===== src/rtl/md_issue_pkg.sv =====
// md_issue_pkg: shared HILO operation codes, engine request encoding and
// FSM state encoding for the multiply/divide issue controller.
package md_issue_pkg;

  localparam int HILO_CODE_W = 5;

  localparam logic [HILO_CODE_W-1:0] HILO_NONE  = 5'd0;
  localparam logic [HILO_CODE_W-1:0] HILO_MULT  = 5'd1;
  localparam logic [HILO_CODE_W-1:0] HILO_MULTU = 5'd2;
  localparam logic [HILO_CODE_W-1:0] HILO_DIV   = 5'd3;
  localparam logic [HILO_CODE_W-1:0] HILO_DIVU  = 5'd4;
  localparam logic [HILO_CODE_W-1:0] HILO_MTHI  = 5'd5;
  localparam logic [HILO_CODE_W-1:0] HILO_MTLO  = 5'd6;
  localparam logic [HILO_CODE_W-1:0] HILO_MFHI  = 5'd7;
  localparam logic [HILO_CODE_W-1:0] HILO_MFLO  = 5'd8;

  typedef enum logic [1:0] {
    REQ_MULT  = 2'd0,
    REQ_MULTU = 2'd1,
    REQ_DIV   = 2'd2,
    REQ_DIVU  = 2'd3
  } req_op_e;

  typedef enum logic [1:0] {
    ST_IDLE = 2'd0,
    ST_REQ  = 2'd1,
    ST_WAIT = 2'd2
  } md_state_e;

  // Map a HILO arithmetic code onto the engine request encoding.
  function automatic req_op_e hilo_to_req(input logic [HILO_CODE_W-1:0] code);
    req_op_e op;
    case (code)
      HILO_MULTU: op = REQ_MULTU;
      HILO_DIV:   op = REQ_DIV;
      HILO_DIVU:  op = REQ_DIVU;
      default:    op = REQ_MULT;
    endcase
    return op;
  endfunction

endpackage


===== src/rtl/md_issue_watchdog.sv =====
// md_issue_watchdog: counts cycles spent with an operation in flight and
// raises a sticky error (plus a one-cycle abort) when TIMEOUT is reached.
// Only instantiated when MD_ISSUE_TIMEOUT_EN is defined.
module md_issue_watchdog #(
  parameter int TIMEOUT = 63
) (
  input  logic clk,
  input  logic reset,
  input  logic active,
  output logic expire,
  output logic timeout_err
);

  localparam int CNT_W = $clog2(TIMEOUT + 1);

  logic [CNT_W-1:0] cnt_q, cnt_d;
  logic             err_q, err_d;

  // Count while active; expire on the TIMEOUT-th active cycle and latch the error.
  always_comb begin
    cnt_d  = '0;
    err_d  = err_q;
    expire = 1'b0;
    if (active) begin
      if (cnt_q == CNT_W'(TIMEOUT - 1)) begin
        expire = 1'b1;
        err_d  = 1'b1;
      end else begin
        cnt_d = cnt_q + 1'b1;
      end
    end
  end

  // Counter and sticky flag registers; reset is active-low.
  always_ff @(posedge clk or negedge reset) begin
    if (!reset) begin
      cnt_q <= '0;
      err_q <= 1'b0;
    end else begin
      cnt_q <= cnt_d;
      err_q <= err_d;
    end
  end

  assign timeout_err = err_q;

endmodule


===== src/rtl/md_issue_ctrl.sv =====
// md_issue_ctrl: E-stage initiator for the multiply/divide engine. Owns HI/LO,
// issues mult/div requests over valid/ready, waits for the response pulse and
// stalls D while any HILO op is in flight. Optional watchdog: MD_ISSUE_TIMEOUT_EN.
module md_issue_ctrl
  import md_issue_pkg::*;
#(
  parameter int TYPE_W  = 5,
  parameter int TIMEOUT = 63
) (
  input  logic              clk,
  input  logic              reset,
  input  logic              e_valid,
  input  logic [TYPE_W-1:0] e_type,
  input  logic [31:0]       rs_val,
  input  logic [31:0]       rt_val,
  input  logic              d_uses_hilo,
  output logic              stall_d,
  output logic              busy,
  output logic              req_valid,
  output logic [1:0]        req_op,
  output logic [31:0]       req_a,
  output logic [31:0]       req_b,
  input  logic              req_ready,
  input  logic              rsp_valid,
  input  logic [31:0]       rsp_hi,
  input  logic [31:0]       rsp_lo,
  output logic [31:0]       rd_data,
  output logic              timeout_err
);

  md_state_e                state_q, state_d;
  logic [31:0]              hi_q, hi_d;
  logic [31:0]              lo_q, lo_d;
  logic [31:0]              req_a_q, req_a_d;
  logic [31:0]              req_b_q, req_b_d;
  req_op_e                  req_op_q, req_op_d;
  logic [HILO_CODE_W-1:0]   op_code;
  logic                     is_md_op;
  logic                     start;
  logic                     wd_expire;

  assign op_code  = HILO_CODE_W'(e_type);
  assign is_md_op = (op_code == HILO_MULT) || (op_code == HILO_MULTU) ||
                    (op_code == HILO_DIV)  || (op_code == HILO_DIVU);
  assign start    = (state_q == ST_IDLE) && e_valid && is_md_op;

`ifdef MD_ISSUE_TIMEOUT_EN
  md_issue_watchdog #(
    .TIMEOUT (TIMEOUT)
  ) u_watchdog (
    .clk         (clk),
    .reset       (reset),
    .active      (state_q != ST_IDLE),
    .expire      (wd_expire),
    .timeout_err (timeout_err)
  );
`else
  assign wd_expire   = 1'b0;
  assign timeout_err = 1'b0;
`endif

  // Next-state, request payload capture and HI/LO update; a watchdog abort wins.
  always_comb begin
    state_d  = state_q;
    hi_d     = hi_q;
    lo_d     = lo_q;
    req_a_d  = req_a_q;
    req_b_d  = req_b_q;
    req_op_d = req_op_q;
    case (state_q)
      ST_IDLE: begin
        if (start) begin
          req_a_d  = rs_val;
          req_b_d  = rt_val;
          req_op_d = hilo_to_req(op_code);
          state_d  = ST_REQ;
        end else if (e_valid && (op_code == HILO_MTHI)) begin
          hi_d = rs_val;
        end else if (e_valid && (op_code == HILO_MTLO)) begin
          lo_d = rs_val;
        end
      end
      ST_REQ: begin
        if (req_ready) begin
          state_d = ST_WAIT;
        end
      end
      ST_WAIT: begin
        if (rsp_valid) begin
          hi_d    = rsp_hi;
          lo_d    = rsp_lo;
          state_d = ST_IDLE;
        end
      end
      default: state_d = ST_IDLE;
    endcase
    if (wd_expire) begin
      state_d = ST_IDLE;
      hi_d    = hi_q;
      lo_d    = lo_q;
    end
  end

  // State, HI/LO and request registers; reset is asynchronous and active-low.
  always_ff @(posedge clk or negedge reset) begin
    if (!reset) begin
      state_q  <= ST_IDLE;
      hi_q     <= '0;
      lo_q     <= '0;
      req_a_q  <= '0;
      req_b_q  <= '0;
      req_op_q <= REQ_MULT;
    end else begin
      state_q  <= state_d;
      hi_q     <= hi_d;
      lo_q     <= lo_d;
      req_a_q  <= req_a_d;
      req_b_q  <= req_b_d;
      req_op_q <= req_op_d;
    end
  end

  // mfhi/mflo read path, zero for every other E-stage code.
  always_comb begin
    rd_data = '0;
    if (op_code == HILO_MFHI) begin
      rd_data = hi_q;
    end else if (op_code == HILO_MFLO) begin
      rd_data = lo_q;
    end
  end

  assign busy      = (state_q != ST_IDLE);
  assign req_valid = (state_q == ST_REQ);
  assign stall_d   = d_uses_hilo && (busy || start);
  assign req_op    = req_op_q;
  assign req_a     = req_a_q;
  assign req_b     = req_b_q;

endmodule


===== config.mk =====
export PLATFORM = sky130hd
export DESIGN_NAME = md_issue_ctrl
export DESIGN_NICKNAME = d
export VERILOG_FILES = /design/src/rtl/md_issue_pkg.sv /design/src/rtl/md_issue_watchdog.sv /design/src/rtl/md_issue_ctrl.sv
export SDC_FILE = /design/constraint.sdc
export NUM_CORES = 1
export LEC_CHECK = 0
export ABC_AREA = 1
export CORE_MARGIN = 2
export CORE_UTILIZATION = 45
export CTS_CLUSTER_SIZE = 24
export DETAILED_ROUTE_END_ITERATION = 10
export PLACE_DENSITY = 0.92
export SETUP_SLACK_MARGIN = 0.4
export SYNTH_ARGS = -nofsm -noshare
export SYNTH_HDL_FRONTEND = slang
export SYNTH_HIERARCHICAL = 1
export SYNTH_SLANG_ARGS = --single-unit

===== constraint.sdc =====
create_clock -name clk -period 2.9 [get_ports clk]
set_input_delay 0.58 -clock clk [delete_from_list [all_inputs] [get_ports clk]]
set_output_delay 0.58 -clock clk [all_outputs]
set_load 0.02 [all_outputs]

# == Word-level counts from Yosys, hierarchy flattened ==
# Index checks and enable logic that the tools add are counted.
# totals
in_bits,139
output_inout_bits,102
word_cells,55
regBits,132
# classes
n_mux,16
n_reduce_logical,16
eq_ne,17
# ops
cell,count
two-way mux 32 bit,9
case mux 32 bit (2 select lines),2
equality test 5 x 3 -> 1 bit (second input constant),4
case mux 2 bit (3 select lines),2
equality test 5 x 2 -> 1 bit (second input constant),2
!= test 2 bit (second input constant),4
two-way mux 2 bit,3
!= test 2 x 1 -> 1 bit (second input constant),3
equality test 5 x 1 -> 1 bit (second input constant),1
equality test 5 x 4 -> 1 bit (second input constant),1
logical AND 1 bit,5
AND reduction 5 bit,1
logical OR 1 bit,4
AND reduction 4 bit,1
nonzero test 2 bit,2
AND reduction 3 bit,1
equality test 2 x 1 -> 1 bit (second input constant),1
equality test 2 bit (second input constant),1
zero test 2 bit,1
AND reduction 2 bit,1

# == Logic depth before layout (Yosys ltp) ==
# logic_depth
word_depth,7
ltp_mapped,10

# == Worst setup path after synthesis ==
# Ideal clock, no wire load.
# synth_path
kind,input -> output
start,input e_type[4]
end,output stall_d
slack_ns,0.676
cell_stages,7
arrival_ns,1.644
required_ns,2.320
n_path_buf,2
path_cell_list,nor2_4 -> nand3_1 -> nand2_1 -> nand2_1 -> buf_4 -> buf_6 -> a31oi_1
# synth_between
elab_chain_cells,7
word_cells_on_any_way,10
classes_between,eq/ne: 4; reduce/logical: 6
# synth_rtl
element,line_no,source
start: declaration,md_issue_ctrl.sv:13,"input logic [TYPE_W-1:0] e_type,"
equality test 5 x 1 -> 1 bit / equality test 5 x 2 -> 1 bit (equally long branches),md_issue_ctrl.sv:43,assign is_md_op = (op_code == HILO_MULT) || (op_code == HILO_MULTU) ||
logical OR 1 bit (2 in series),md_issue_ctrl.sv:43,
logical OR 1 bit (*),md_issue_ctrl.sv:44,(op_code == HILO_DIV) || (op_code == HILO_DIVU);
logical AND 1 bit (*),md_issue_ctrl.sv:45,assign start = (state_q == ST_IDLE) && e_valid && is_md_op;
logical OR 1 bit (*),md_issue_ctrl.sv:135,assign stall_d = d_uses_hilo && (busy || start);
logical AND 1 bit (*),md_issue_ctrl.sv:135,
end: declaration,md_issue_ctrl.sv:17,"output logic stall_d,"
# Mark *: on every way between the ends. The rest lies on a longest branch, timed or not.

# == Worst setup path after layout ==
# layout_path
start,input e_type[1]
end,output rd_data[28]
# layout_between
elab_chain_cells,3
word_cells_on_any_way,4
classes_between,eq/ne: 2; mux: 2
# layout_rtl
element,line_no,source
equality test 5 x 4 -> 1 bit,md_issue_ctrl.sv:128,end else if (op_code == HILO_MFLO) begin
two-way mux 32 bit,md_issue_ctrl.sv:128,
two-way mux 32 bit (*),md_issue_ctrl.sv:126,if (op_code == HILO_MFHI) begin
end: declaration,md_issue_ctrl.sv:27,"output logic [31:0] rd_data,"
# Marked as above.

==> results by group <==
Global route
  – Grt total ovfl: 0
  – Global-route wire length before repair: about 38000 µm
  – Vias in the first global route: 7102
  – Pin count of the biggest net entering global routing: 83
  – Tot GR Track Use: 30.83%
  – Initial antenna violation count: 0

Flow run
  – Max-cap violations: 0

Die
  – Initial Util: 46.07%
  – Core region area: 14590 µm²
  – Io pins: approximately 240
  – # rows: 44
  – DIE HEIGHT: around 130 µm
  – Die Width: approximately 130 µm
  – Die area: approximately 16000 µm²

STA
  – RSZ-0062 raised after global routing: true
  – Worst Setup Slack, final: ~0.4 ns
  – Tmin final: 2.501 ns
  – Final critical-path share of the clock period: 86.23%
  – Setup violators final: 0
  – Slew @ Worst Pin: 0.7712 ns
  – Slew Viols, Final: 0
  – Worst Skew: 0.004990 ns
  – Hold Vio Cnt, Final: 0
  – Fmax: 399.9 MHz
  – Relative slew margins: 48.59%

Detailed routing
  – WL final: 24640 µm
  – Number of nets with antenna violations after routing: 0
  – Via count: 7472
  – Vias per cell: 5.691
  – Initial DRT Pass Iterations: 8
  – Wire length per cell: 18.77 µm
  – First DRT Iteration DRCs: 893
  – # DRC: 0

Clock tree
  – Root Buffer: clkbuf_16
  – Clock buffer depth: 2
  – CTS Sinks: 132
  – CTS Buf Count: 17
  – H-Tree Level Count: 4
  – CTS Hold Buffers Added: 0
  – Clock slew seen by the registers of the worst setup and hold paths: about 0.060 ns
  – Worst-Skew Late Latency: 0.42 ns
  – CTS tree: built

Setup path
  – Setup slack, reg-to-reg: 0.61 ns
  – Worst-path cell chain: dlygate4sd2_1, inv_2, nand2_2, nor2_4, nand3_4, buf_12, o21ai_0, buf_2
  – Slowest cell on crit path: dlygate4sd2_1
  – Crit path launch: e_type[1]
  – CP Capture Type: primary output
  – Worst path max stage delay: ~0.26 ns
  – Crit path kind: in2out
  – CP Data Required Time: 2.32 ns
  – Startpoint Class: input pin
  – CP Max Fanout: 16
  – Delay-heaviest family, CP: buffers and inverters
  – Crit path buf inv count: 4
  – RR Startpoint: state_q[0]
  – WP data arrival: between 1.5 and 2 ns

Synth
  – Yosys top cell by area: dfrtp_1
  – Mapped Area: 6721 µm²
  – Syn Inst Count: 897
  – Top cell type's share of synthesized area: 49.14%
  – Syn nets: ~1.0k
  – Synth unique cells: 21
  – Synth warnings: 6
  – Largest cells by area after synthesis: dfrtp_1 (49%), nand2_1 (21%), nand3_1 (12%)
  – Seq cells post-synth: 132
  – Syn avg cell area: 7.493 µm²
  – Seq/Total Area, Yosys: 49.14%

Placement
  – Gpl congestion: 0.9529
  – Placed insts: about 1.3k
  – Detailed Place HPWL: 16000 µm
  – IO Port Bufs: about 240
  – Placed inst area: between 9000 and 10000 µm²
  – Setup WS pre-CTS: -0.1695 ns

Final layout
  – ANT cells: 0
  – Post-layout util: 67.97%
  – Share of layout cells above drive strength 1: a little under an eighth
  – Final net count: 1255
  – Fin cells: 1313
  – Fillers: between 1k and 1.5k
  – Final instance area: 9916 µm²
  – Syn-to-layout area delta: 47.52%
  – Register area: 3304 µm²
  – Area of the multi-input gates: 2944 µm²

Pwr
  – Pwr per Cell Area: 757.4 nW/µm²
  – Peak VDD IR: between 500 and 600 µV
  – Lkg Pwr: 5.009 nW
  – Power Total: 7.510 mW

Run status
  – Run status: finished clean

Worst hold path
  – Tightest Hold Check Type: in2async
[layout make-up]
| class | instances | share of cell area [%] |
|---|---|---|
| clock buffer | 21 | 4.744 |
| timing repair buffer | 276 | 26.84 |
| multi-input combinational | 648 | 29.69 |
| inverter | 41 | 1.552 |
| tap | 184 | 2.322 |
| sequential | 132 | 33.32 |
| clock inverter | 11 | 1.527 |
[repair_timing]
item / CTS / global route
resized for setup: 198 / 18
pin swaps: 1 / 0
buffers inserted: 0 / 1
cloned: 4 / 0
setup endpoints to repair: 84 / 21
[cell usage in the layout (no fill, tap or decap), types with 5 or more instances in the layout]
master and n:
buf_2 24, buf_4 36, clkbuf_16 17, clkdlybuf4s50_1 199
clkinv_4 5, dfrtp_1 131, inv_1 35, inv_2 6
nand2_1 365, nand2_2 5, nand3_1 166, nand4_1 64
o21ai_0 17, o21ai_1 12
[synthesized netlist by cell type (all sizes together)]
master,number
nand2,371
nand3,169
dfrtp,132
nand4,64
buf,61
inv,41
o21ai,33
clkbuf,15
nor2,7
a31oi,1
conb,1
o31ai,1
or2,1
[sequential cells by signal (all words and copies together), names as in the netlist]
| name | flops |
|---|---|
| state_q | 2 |
| req_a | 32 |
| lo_q | 32 |
| req_b | 32 |
| hi_q | 32 |
| req_op | 2 |
[per-layer routing]
layer  GRT usage [%]  vias to the layer above  share of wire [%]
met5               0                        -                  0
met4           13.25                        0                3.5
met3           7.944                       74                 11
met2           46.96                      482                 47
met1           41.92                     3530                 39
li1                -                     3386                  -
[logic make-up (layout without fill, tap and decap cells)]
group / count (synthesis) / count (layout) / share of synthesized area (%)
simple gates: 612 / 612 / 40.26
flops: 132 / 132 / 49.14
other cells: 1 / 1 / 0.05579
buf+inv: 117 / 349 / 7.818
compound gates: 35 / 35 / 2.718
[power by group]
part | leakage, nW | switching, mW | internal [mW]
Sequential | 1.66 | 0.411 | 2.54
Clock | 0.303 | 0.816 | 1.42
Combinational | 3.04 | 1.32 | 1.00
[final timing paths]
kind / endpoint / cells after the start
min in group clk: req_b[1] / 2
worst max register to register: hi_q[24] / 10
max in group asynchronous: req_b[2] / 2
worst min-delay path: req_b[19] / 1
worst min register to register: req_b[1] / 2
worst max-delay path: rd_data[28] / 8
[through the flow]
stage / hold WS (ns) / setup TNS [ns]
after global routing: 0.2805 / 0
after floorplan: 0.2844 / 0
final: 0.2055 / 0
after CTS: 0.2380 / 0
after detailed placement: 0.4574 / -2.442
after global placement: 0.4531 / -1.289
No activity file was read; power rests on OpenSTA's default activity.
